File: config.mk
export PLATFORM = sky130hd
export DESIGN_NAME = sa_data_mover_v3
export DESIGN_NICKNAME = d
export VERILOG_FILES = /design/src/rtl/sa_mover_pkg.sv /design/src/rtl/sa_data_mover_v3_skew.sv /design/src/rtl/sa_data_mover_v3.sv
export SDC_FILE = /design/constraint.sdc
export NUM_CORES = 2
export LEC_CHECK = 0
export BUFFER_PORTS_ARGS = -buffer_cell sky130_fd_sc_hd__buf_4
export CORE_MARGIN = 10
export CORE_UTILIZATION = 45
export CTS_CLUSTER_SIZE = 40
export DETAILED_ROUTE_END_ITERATION = 10
export HOLD_SLACK_MARGIN = 0.08
export PLACE_DENSITY = 0.73
export RECOVER_POWER = 50
export REMOVE_ABC_BUFFERS = 1
export SYNTH_ARGS = -nofsm -noshare
export SYNTH_HDL_FRONTEND = slang
export SYNTH_HIERARCHICAL = 1
export SYNTH_SLANG_ARGS = --single-unit
File: constraint.sdc
create_clock -name clk -period 1.83 [get_ports clk]
set_input_delay 0 -clock clk [delete_from_list [all_inputs] [get_ports clk]]
set_output_delay 0 -clock clk [all_outputs]
set_load 0.01 [all_outputs]
File: src/rtl/sa_mover_pkg.sv
// Shared types and helpers for the systolic-array output drain stage.
// The control FSM encoding and the lane-slice arithmetic live here.
package sa_mover_pkg;

  typedef enum logic [1:0] {
    IDLE  = 2'd0,
    RUN   = 2'd1,
    FLUSH = 2'd2,
    DONE  = 2'd3
  } state_t;

  // Width needed to hold a tile count from 0 up to max_tiles inclusive.
  function automatic int tile_width(input int max_tiles);
    return $clog2(max_tiles + 1);
  endfunction

  // Lane 0 occupies the most significant slice of a packed row.
  function automatic int lane_lsb(input int lane, input int lanes, input int width);
    return (lanes - 1 - lane) * width;
  endfunction

endpackage

File: src/rtl/sa_data_mover_v3_skew.sv
// Skew line: lane i sees the lane-0 read enable and buffer row index
// delayed by i cycles.
module sa_skew_delay #(
  parameter int LANES = 16,
  parameter int IDX_W = 5
) (
  input  logic                        clk,
  input  logic                        rst,
  input  logic                        en,
  input  logic [IDX_W-1:0]            idx,
  output logic [LANES-1:0]            lane_en,
  output logic [LANES-1:0][IDX_W-1:0] lane_idx
);

  logic [LANES-1:1]            sr_en;
  logic [LANES-1:1][IDX_W-1:0] sr_idx;

  always_ff @(posedge clk) begin
    if (rst) begin
      sr_en  <= '0;
      sr_idx <= '0;
    end else begin
      sr_en[1]  <= en;
      sr_idx[1] <= idx;
      for (int i = 2; i < LANES; i++) begin
        sr_en[i]  <= sr_en[i-1];
        sr_idx[i] <= sr_idx[i-1];
      end
    end
  end

  always_comb begin
    lane_en     = {sr_en, en};
    lane_idx    = '0;
    lane_idx[0] = idx;
    for (int i = 1; i < LANES; i++) lane_idx[i] = sr_idx[i];
  end

endmodule

File: src/rtl/sa_data_mover_v3.sv
// Drain stage: skewed FIFO reads de-skewed into a ping-pong transpose buffer,
// then written to memory one row per cycle from a runtime base address.
module sa_data_mover_v3
  import sa_mover_pkg::*;
#(
  parameter int DATA_WIDTH = 8,
  parameter int PE_SIZE    = 16,
  parameter int ADDR_WIDTH = 10,
  parameter int MAX_TILES  = 64,
  localparam int TILE_W    = tile_width(MAX_TILES)
) (
  input  logic                          clk,
  input  logic                          rst,
  input  logic                          start_i,
  input  logic [TILE_W-1:0]             num_tiles_i,
  input  logic [ADDR_WIDTH-1:0]         base_addr_i,
  output logic                          busy_o,
  output logic                          done_o,
  output logic [PE_SIZE-1:0]            rden_o,
  input  logic [DATA_WIDTH*PE_SIZE-1:0] rdata_i,
  output logic [DATA_WIDTH*PE_SIZE-1:0] mem_d_o,
  output logic [ADDR_WIDTH-1:0]         mem_addr_o,
  output logic                          mem_ce_o,
  output logic                          mem_we_o
);

  localparam int RW    = $clog2(PE_SIZE);
  localparam int IW    = RW + 1;
  localparam int DEPTH = 2 ** IW;

  state_t                     state, state_nxt;
  logic [TILE_W-1:0]          tiles_left;
  logic [RW-1:0]              cap_row;
  logic                       cap_bank;
  logic                       drain_active;
  logic [RW-1:0]              drain_row;
  logic                       drain_bank;
  logic [ADDR_WIDTH-1:0]      drain_addr;
  logic                       accept, cap_en, cap_last, last_cap, bank_full, drain_last;
  logic [PE_SIZE-1:0]         lane_en;
  logic [PE_SIZE-1:0][IW-1:0] lane_idx;
  logic [DATA_WIDTH-1:0]      tbuf [DEPTH][PE_SIZE];

  assign accept     = start_i && !busy_o;
  assign cap_en     = (state == RUN);
  assign cap_last   = cap_en && (cap_row == RW'(PE_SIZE - 1));
  assign last_cap   = cap_last && (tiles_left == TILE_W'(1));
  assign drain_last = (drain_row == RW'(PE_SIZE - 1));
  // The last lane reading its last row means the whole bank is now filled.
  assign bank_full  = lane_en[PE_SIZE-1] && (lane_idx[PE_SIZE-1][RW-1:0] == RW'(PE_SIZE - 1));

  sa_skew_delay #(
    .LANES (PE_SIZE),
    .IDX_W (IW)
  ) u_skew (
    .clk      (clk),
    .rst      (rst),
    .en       (cap_en),
    .idx      ({cap_bank, cap_row}),
    .lane_en  (lane_en),
    .lane_idx (lane_idx)
  );

  always_comb begin
    state_nxt = state;
    case (state)
      IDLE, DONE: begin
        if (accept) state_nxt = (num_tiles_i == '0) ? DONE : RUN;
        else        state_nxt = IDLE;
      end
      RUN:     if (last_cap) state_nxt = FLUSH;
      FLUSH:   if (drain_active && drain_last && !bank_full) state_nxt = DONE;
      default: state_nxt = IDLE;
    endcase
  end

  always_ff @(posedge clk) begin
    if (rst) begin
      state        <= IDLE;
      tiles_left   <= '0;
      cap_row      <= '0;
      cap_bank     <= 1'b0;
      drain_active <= 1'b0;
      drain_row    <= '0;
      drain_bank   <= 1'b0;
      drain_addr   <= '0;
    end else begin
      state <= state_nxt;
      if (accept) begin
        tiles_left <= num_tiles_i;
        cap_row    <= '0;
        cap_bank   <= 1'b0;
      end else if (cap_last) begin
        cap_row    <= '0;
        cap_bank   <= ~cap_bank;
        tiles_left <= tiles_left - 1'b1;
      end else if (cap_en) begin
        cap_row <= cap_row + 1'b1;
      end
      // A newly full bank restarts the drain, so back-to-back tiles write without a gap.
      if (bank_full) begin
        drain_active <= 1'b1;
        drain_row    <= '0;
        drain_bank   <= lane_idx[PE_SIZE-1][RW];
      end else if (drain_active) begin
        if (drain_last) drain_active <= 1'b0;
        else            drain_row    <= drain_row + 1'b1;
      end
      if (accept)            drain_addr <= base_addr_i;
      else if (drain_active) drain_addr <= drain_addr + 1'b1;
    end
  end

  // Row r of a bank is always drained before the next capture into that bank reaches it.
  always_ff @(posedge clk) begin
    for (int i = 0; i < PE_SIZE; i++) begin
      if (lane_en[i]) tbuf[lane_idx[i]][i] <= rdata_i[lane_lsb(i, PE_SIZE, DATA_WIDTH) +: DATA_WIDTH];
    end
  end

  always_comb begin
    mem_d_o = '0;
    for (int i = 0; i < PE_SIZE; i++) begin
      mem_d_o[lane_lsb(i, PE_SIZE, DATA_WIDTH) +: DATA_WIDTH] = tbuf[{drain_bank, drain_row}][i];
    end
  end

  assign rden_o     = lane_en;
  assign mem_ce_o   = drain_active;
  assign mem_we_o   = drain_active;
  assign mem_addr_o = drain_addr;
  assign busy_o     = (state == RUN) || (state == FLUSH);
  assign done_o     = (state == DONE);

endmodule

==> Word-level counts from Yosys, hierarchy flattened <==
Memory sizes are Yosys's and may differ from the RTL's.
Index checks and enable logic that the tools add are counted.
{ "totals": {"regBits": 120, "ramBits": 4096, "inputBits": 148, "out_inout_bits": 158, "elab_cells": 103, "memories": 1} }
{ "op_classes": {"add_sub_neg": 4, "n_eq_ne": 9, "muxes": 44, "bitwise": 2, "n_reduce_logical": 19} }
{ "mem_list": {"columns": ["name", "words", "word_bits", "rd", "rd_ports_with_merged_regs", "wr", "line", "source"], "rows": [
  ["tbuf", 32, 128, 1, 0, 16, "sa_data_mover_v3.sv:42", "logic [DATA_WIDTH-1:0] tbuf [DEPTH][PE_SIZE];"]
]} }
{ "ops": {"columns": ["cell", "count"], "rows": [
  ["1-bit 2-to-1 mux", 35],
  ["10-bit 2-to-1 mux", 2],
  ["7-bit 2-to-1 mux", 2],
  ["4-bit == test, second input constant", 3],
  ["10-bit by 1-bit adder with 10-bit output, second input constant", 1],
  ["4-bit by 1-bit adder with 4-bit output, second input constant", 2],
  ["2-bit 2-to-1 mux", 4],
  ["7-bit by 1-bit == test with 1-bit output, second input constant", 1],
  ["7-bit zero test", 1],
  ["7-bit by 1-bit subtractor with 7-bit output, second input constant", 1],
  ["1-bit logical AND", 6],
  ["2-bit one-hot mux with 3 select lines", 1],
  ["2-bit OR reduction", 3],
  ["2-bit == test, second input constant", 2],
  ["2-bit AND reduction", 2],
  ["2-bit nonzero test", 2],
  ["3-bit OR reduction", 1],
  ["2-bit by 1-bit == test with 1-bit output, second input constant", 1],
  ["1-bit zero test", 2],
  ["2-bit zero test", 1],
  ["2-bit by 1-bit inequality test with 1-bit output, second input constant", 1],
  ["2-bit inequality test, second input constant", 1],
  ["1-bit inverter", 2],
  ["1-bit logical OR", 1]
]} }

==> Logic depth before layout (Yosys ltp) <==
{ "logic_depth": {"depth_word": 6, "mapped_depth": 9, "depth_no_buf": 6} }

==> Hierarchy <==
Netlist, hierarchy kept.
{ "by_module_without_submodules": {"columns": ["mod", "n_inst", "cells_each", "area_per_inst_um2", "seq_area_each_um2"], "rows": [
  ["sa_data_mover_v3", 1, 7597, 160107.3, 123598.5],
  ["sa_skew_delay", 1, 196, 2522.4, 1801.7]
]} }

==> Worst setup path after synthesis <==
Ideal clock, no wire load.
{ "synth_timing": {"path_type": "register to register", "from": "register state[1]", "to": "memory tbuf[0][120] (netlist bit) (enable)", "setup_time_ps": 370, "arrival_ps": 1672, "required_time_ps": 1460, "setup_slack_ps": -213, "path_stages_with_launch": 7, "path_buffers": 2, "synth_period_minus_slack_ps": 2043, "cell_sequence": "dfxtp_1 inv_1 ha_1 buf_4 or3b_2 clkbuf_1 nor2_1"} }
{ "synth_lines": {"columns": ["item", "line", "source"], "rows": [
  ["start: declaration", "sa_data_mover_v3.sv:31", "state_t state, state_nxt;"],
  ["start signal: assignment", "sa_data_mover_v3.sv:88", "state <= state_nxt;"],
  ["end: declaration", "sa_data_mover_v3.sv:42", null]
]} }

==> Worst setup path after layout <==
{ "layout_timing": {"from": "register drain_row[0]", "to": "output port mem_d_o[120]"} }
{ "layout_via": {"elab_chain_cells": 1} }
{ "layout_rtl": {"columns": ["item", "line", "source"], "rows": [
  ["start: declaration", "sa_data_mover_v3.sv:36", "logic [RW-1:0] drain_row;"],
  ["start signal: assignment", "sa_data_mover_v3.sv:107", "else drain_row <= drain_row + 1'b1;"],
  ["memory read 32 x 128 bit", null, null],
  ["end: declaration", "sa_data_mover_v3.sv:21", "output logic [DATA_WIDTH*PE_SIZE-1:0] mem_d_o,"]
]} }
No other way between the ends.

==> results.py <==
metrics = {
    "setup_path": {
        "reg2regPathDepth": 11,
        "startpoint": "drain_row[0]",
        "reg2reg_from": "drain_row[0]",
        "reg2reg_to": "state[1]",
        "crit_path_cell_trace": "buf_12 > buf_6 > buf_16 > buf_16 > buf_4 > buf_4 > mux2i_1 > o221ai_1 > a21oi_2 > buf_4 > a221oi_4 > buf_6",
        "critical-path-slowest-cell": "dfxtp_4",
        "critPathCaptureType": "output pin",
        "worst_path_most_repeated_cell": "buf_4",
        "cp-start-kind": "flop",
        "crit_path_max_fanout": 11,
        "ff2ff_setup_slack_ns": -0.82,
        "path_depth": 12,
        "cp_data_required_time_ns": 1.83,
        "slowest_delay_ns": 0.37,
        "crit_type": "flop to output pin",
        "cpLargestDelayFamily": "buffers and inverters",
        "cp_data_arrival_time_ns": 3.35,
        "endpoint": "mem_d_o[120]",
        "timing.critical_path.buf_inv": 8,
    },
    "clock_tree": {
        "clkSinkCount": 4216,
        "clkLatencyLatePin_ns": 0.98,
        "path_clk_slew_ns": 0.06,
        "cts.path.max_buffers": 4,
        "clockRootBuffer": "clkbuf_16",
        "numCtsBuffers": 411,
        "h-tree-depth": 5,
        "cts_tree": "yes",
    },
    "timing": {
        "rsz0062_at_grt": "yes",
        "hold_slack_ns": 0.200,
        "finalClockSkew_ns": 0.0560,
        "finalCriticalPeriod_ns": 3.35,
        "tightest_slew_ns": 1.70,
        "final_hold_viol_count": 0,
        "setup_violations": 857,
        "worst_slack_ns": -1.52,
        "slew_headroom": -0.131,
        "slew_violations": 229,
        "finalSetupTns_ns": -270.18,
        "timing.fmax_ghz": 0.298,
        "finalCritPeriodShare": 1.83,
    },
    "floorplan": {
        "io_pins": 306,
        "start_util": 0.452,
        "die_area_sq_um": 386000,
        "rows": 220,
        "die_x_um": 621,
        "core_area_sq_um": 359000,
        "die_y_um": 621,
    },
    "placement": {
        "gp_congestion": 0.837,
        "post-dp-hpwl_um": 275000,
        "numPortBuffers": 305,
        "placed_cells": 13700,
    },
    "synth": {
        "synth.avg_cell_area_sq_um": 20.9,
        "synth_warnings": 6,
        "yosys.area.top_type": "edfxtp_1",
        "synthCells": 7793,
        "ys_seq_area_frac": 0.771,
        "synth_area_sq_um": 163000,
        "synth-edff-count": 4096,
        "synthFlopType": "edfxtp_1",
        "synth_cell_types": 49,
        "synth_top_area_share": 0.756,
        "synth_area_leaders": "edfxtp_1, mux4_2, mux2i_1",
        "async_flop_share": 0,
        "ys_seq_elements": 4216,
    },
    "global_routing": {
        "grt_overflow": 0,
        "antenna_found_initial": 40,
        "grt_pass1_wl_um": 638000,
        "grt_max_degree": 41,
        "met2_usage": 0.367,
        "first_global_vias": 90900,
        "use_met3": 0.0381,
        "top_usage_layer": "met2",
        "track_usage": 0.221,
        "grtUsageMet1": 0.290,
    },
    "routing": {
        "firstDrtPassIters": 5,
        "vias_per_cell": 5.95,
        "drt_iter0_drc": 11600,
        "vias": 89400,
        "detail_route.wirelength_um": 445000,
        "wl_per_cell_um": 29.6,
        "drtAntennaViolNets": 0,
        "drc": 0,
    },
    "pwr": {
        "p_leak_uw": 0.0647,
        "ir_drop_mv": 1.09,
        "p_per_area_nw_per_um2": 956,
    },
    "finish": {
        "final_cell_mix": "edfxtp_1, buf_4, mux4_2",
        "final_cells": 15000,
        "fill_cells": 25600,
        "drive_gt1_frac": 0.363,
        "syn_to_final_growth_pct": 24.6,
        "nets": 10100,
        "layout_commonest_cell": "edfxtp_1",
    },
    "job": {
        "maxCapViolations": 7,
    },
    "worst_hold_path": {
        "hold_class": "input port to flop",
    },
    "run_status": {
        "violations": "max-capacitance violations, max-slew violations, negative setup slack",
        "status": "complete, but fails checks",
    },
}
[timing repair]
action,4_1_cts,5_1_grt
endpoints found under the hold margin,4216,0
gates resized for setup,509,235
endpoints found under the setup margin,306,863
hold buffers,352,0
cloned,36,6
pin swaps,53,41
buffers inserted,107,32
[cells by family after synthesis]
family / count (synthesis) / share of synthesized area
DFF: 4216 / 0.771
muxes: 1461 / 0.156
and+or+nand+nor: 1050 / 0.0300
AOI/OAI and AO/OA: 601 / 0.0273
buffers and inverters: 436 / 0.0141
xor gates and xnor gates: 21 / 0.00113
adders and majority gates: 8 / 0.000616
[cell usage after synthesis, types with 3 or more instances]
cell type / n
clkbuf_1: 173
a2bb2oi_1: 39
a221oi_1: 128
inv_1: 7
mux4_2: 840
dfxtp_1: 120
and4_1: 3
xnor2_1: 6
and3_1: 3
or3b_2: 43
nand4_1: 6
o221ai_1: 132
edfxtp_1: 4096
nand3_1: 44
mux2_2: 153
a21oi_1: 122
buf_4: 80
or3_1: 18
nand2_1: 145
buf_2: 123
buf_1: 24
a211oi_1: 17
xor2_1: 15
buf_6: 28
nor2_1: 597
nor2b_1: 94
mux2i_1: 468
nand3b_1: 81
a31oi_1: 14
a211o_1: 26
ha_1: 8
o21ai_0: 14
a22oi_1: 5
nor3_1: 6
o22ai_1: 98
[per-stage QoR]
step                setup WS (ns)  instance area [sq um]  power, uW   util
finish                      -1.52                 203000     194000  0.564
global route                -1.60                 203000     199000  0.564
CTS                         -1.56                 202000     195000  0.562
detailed placement         -0.835                 180000     112000  0.502
global placement           -0.860                 180000     112000  0.502
floorplan                  -51.27                 160000     109000      -
[registers in the layout, indices dropped and copies added (netlist names), 2 cells and up]
name and flops:
cap_row 4, drain_row 4, mem_addr_o 10, state 2, tbuf 4096, tiles_left 7
u_skew/lane_idx 75, u_skew/sr_en 15
[routing by layer]
layer	vias up	routed length [um]
met2	5072	220000
li1	36700	-
met4	24	19500
met3	943	41600
met5	-	147
met1	46700	164000
[report_power, final]
part | switching (uW) | internal (uW)
registers | 220 | 106000
logic | 3100 | 1560
clock network | 36400 | 46300
[layout make-up]
type                            instances  area, sq um  area share
Multi-Input combinational cell       3141        38000       0.187
Clock buffer                          521        10800      0.0535
Sequential cell                      4216       125000       0.619
Tap cell                             4773         5970      0.0295
Clock inverter                        235         2270      0.0112
Inverter                                8         40.0    0.000198
Antenna cell                           17         42.5    0.000210
Timing Repair Buffer                 2123        20100      0.0992
[worst reg2reg max path, stage by stage (launching register included)]
cell       delay [ns]
dfxtp_4          0.37
buf_12           0.20
buf_12           0.17
buf_12           0.11
buf_16           0.19
buf_4            0.16
ha_1             0.18
and4_1           0.20
o21ai_1          0.12
buf_12           0.19
a2111oi_0        0.58
a211oi_1         0.09
[worst min path at each step]
| stage | start | endpoint | slack [ns] | cells after the start |
|---|---|---|---|---|
| finish | start_i | state[1] | 0.20 | 5 |
| floorplan | rst | mem_ce_o | 0.07 | 1 |
| global placement | num_tiles_i[1] | tiles_left[1] | 0.27 | 3 |
| detailed placement | num_tiles_i[1] | tiles_left[1] | 0.27 | 3 |
| CTS | rdata_i[42] | tbuf[25][42] | 0.08 | 2 |
| global route | start_i | state[1] | 0.28 | 5 |
No activity file was read; power rests on OpenSTA's default activity.
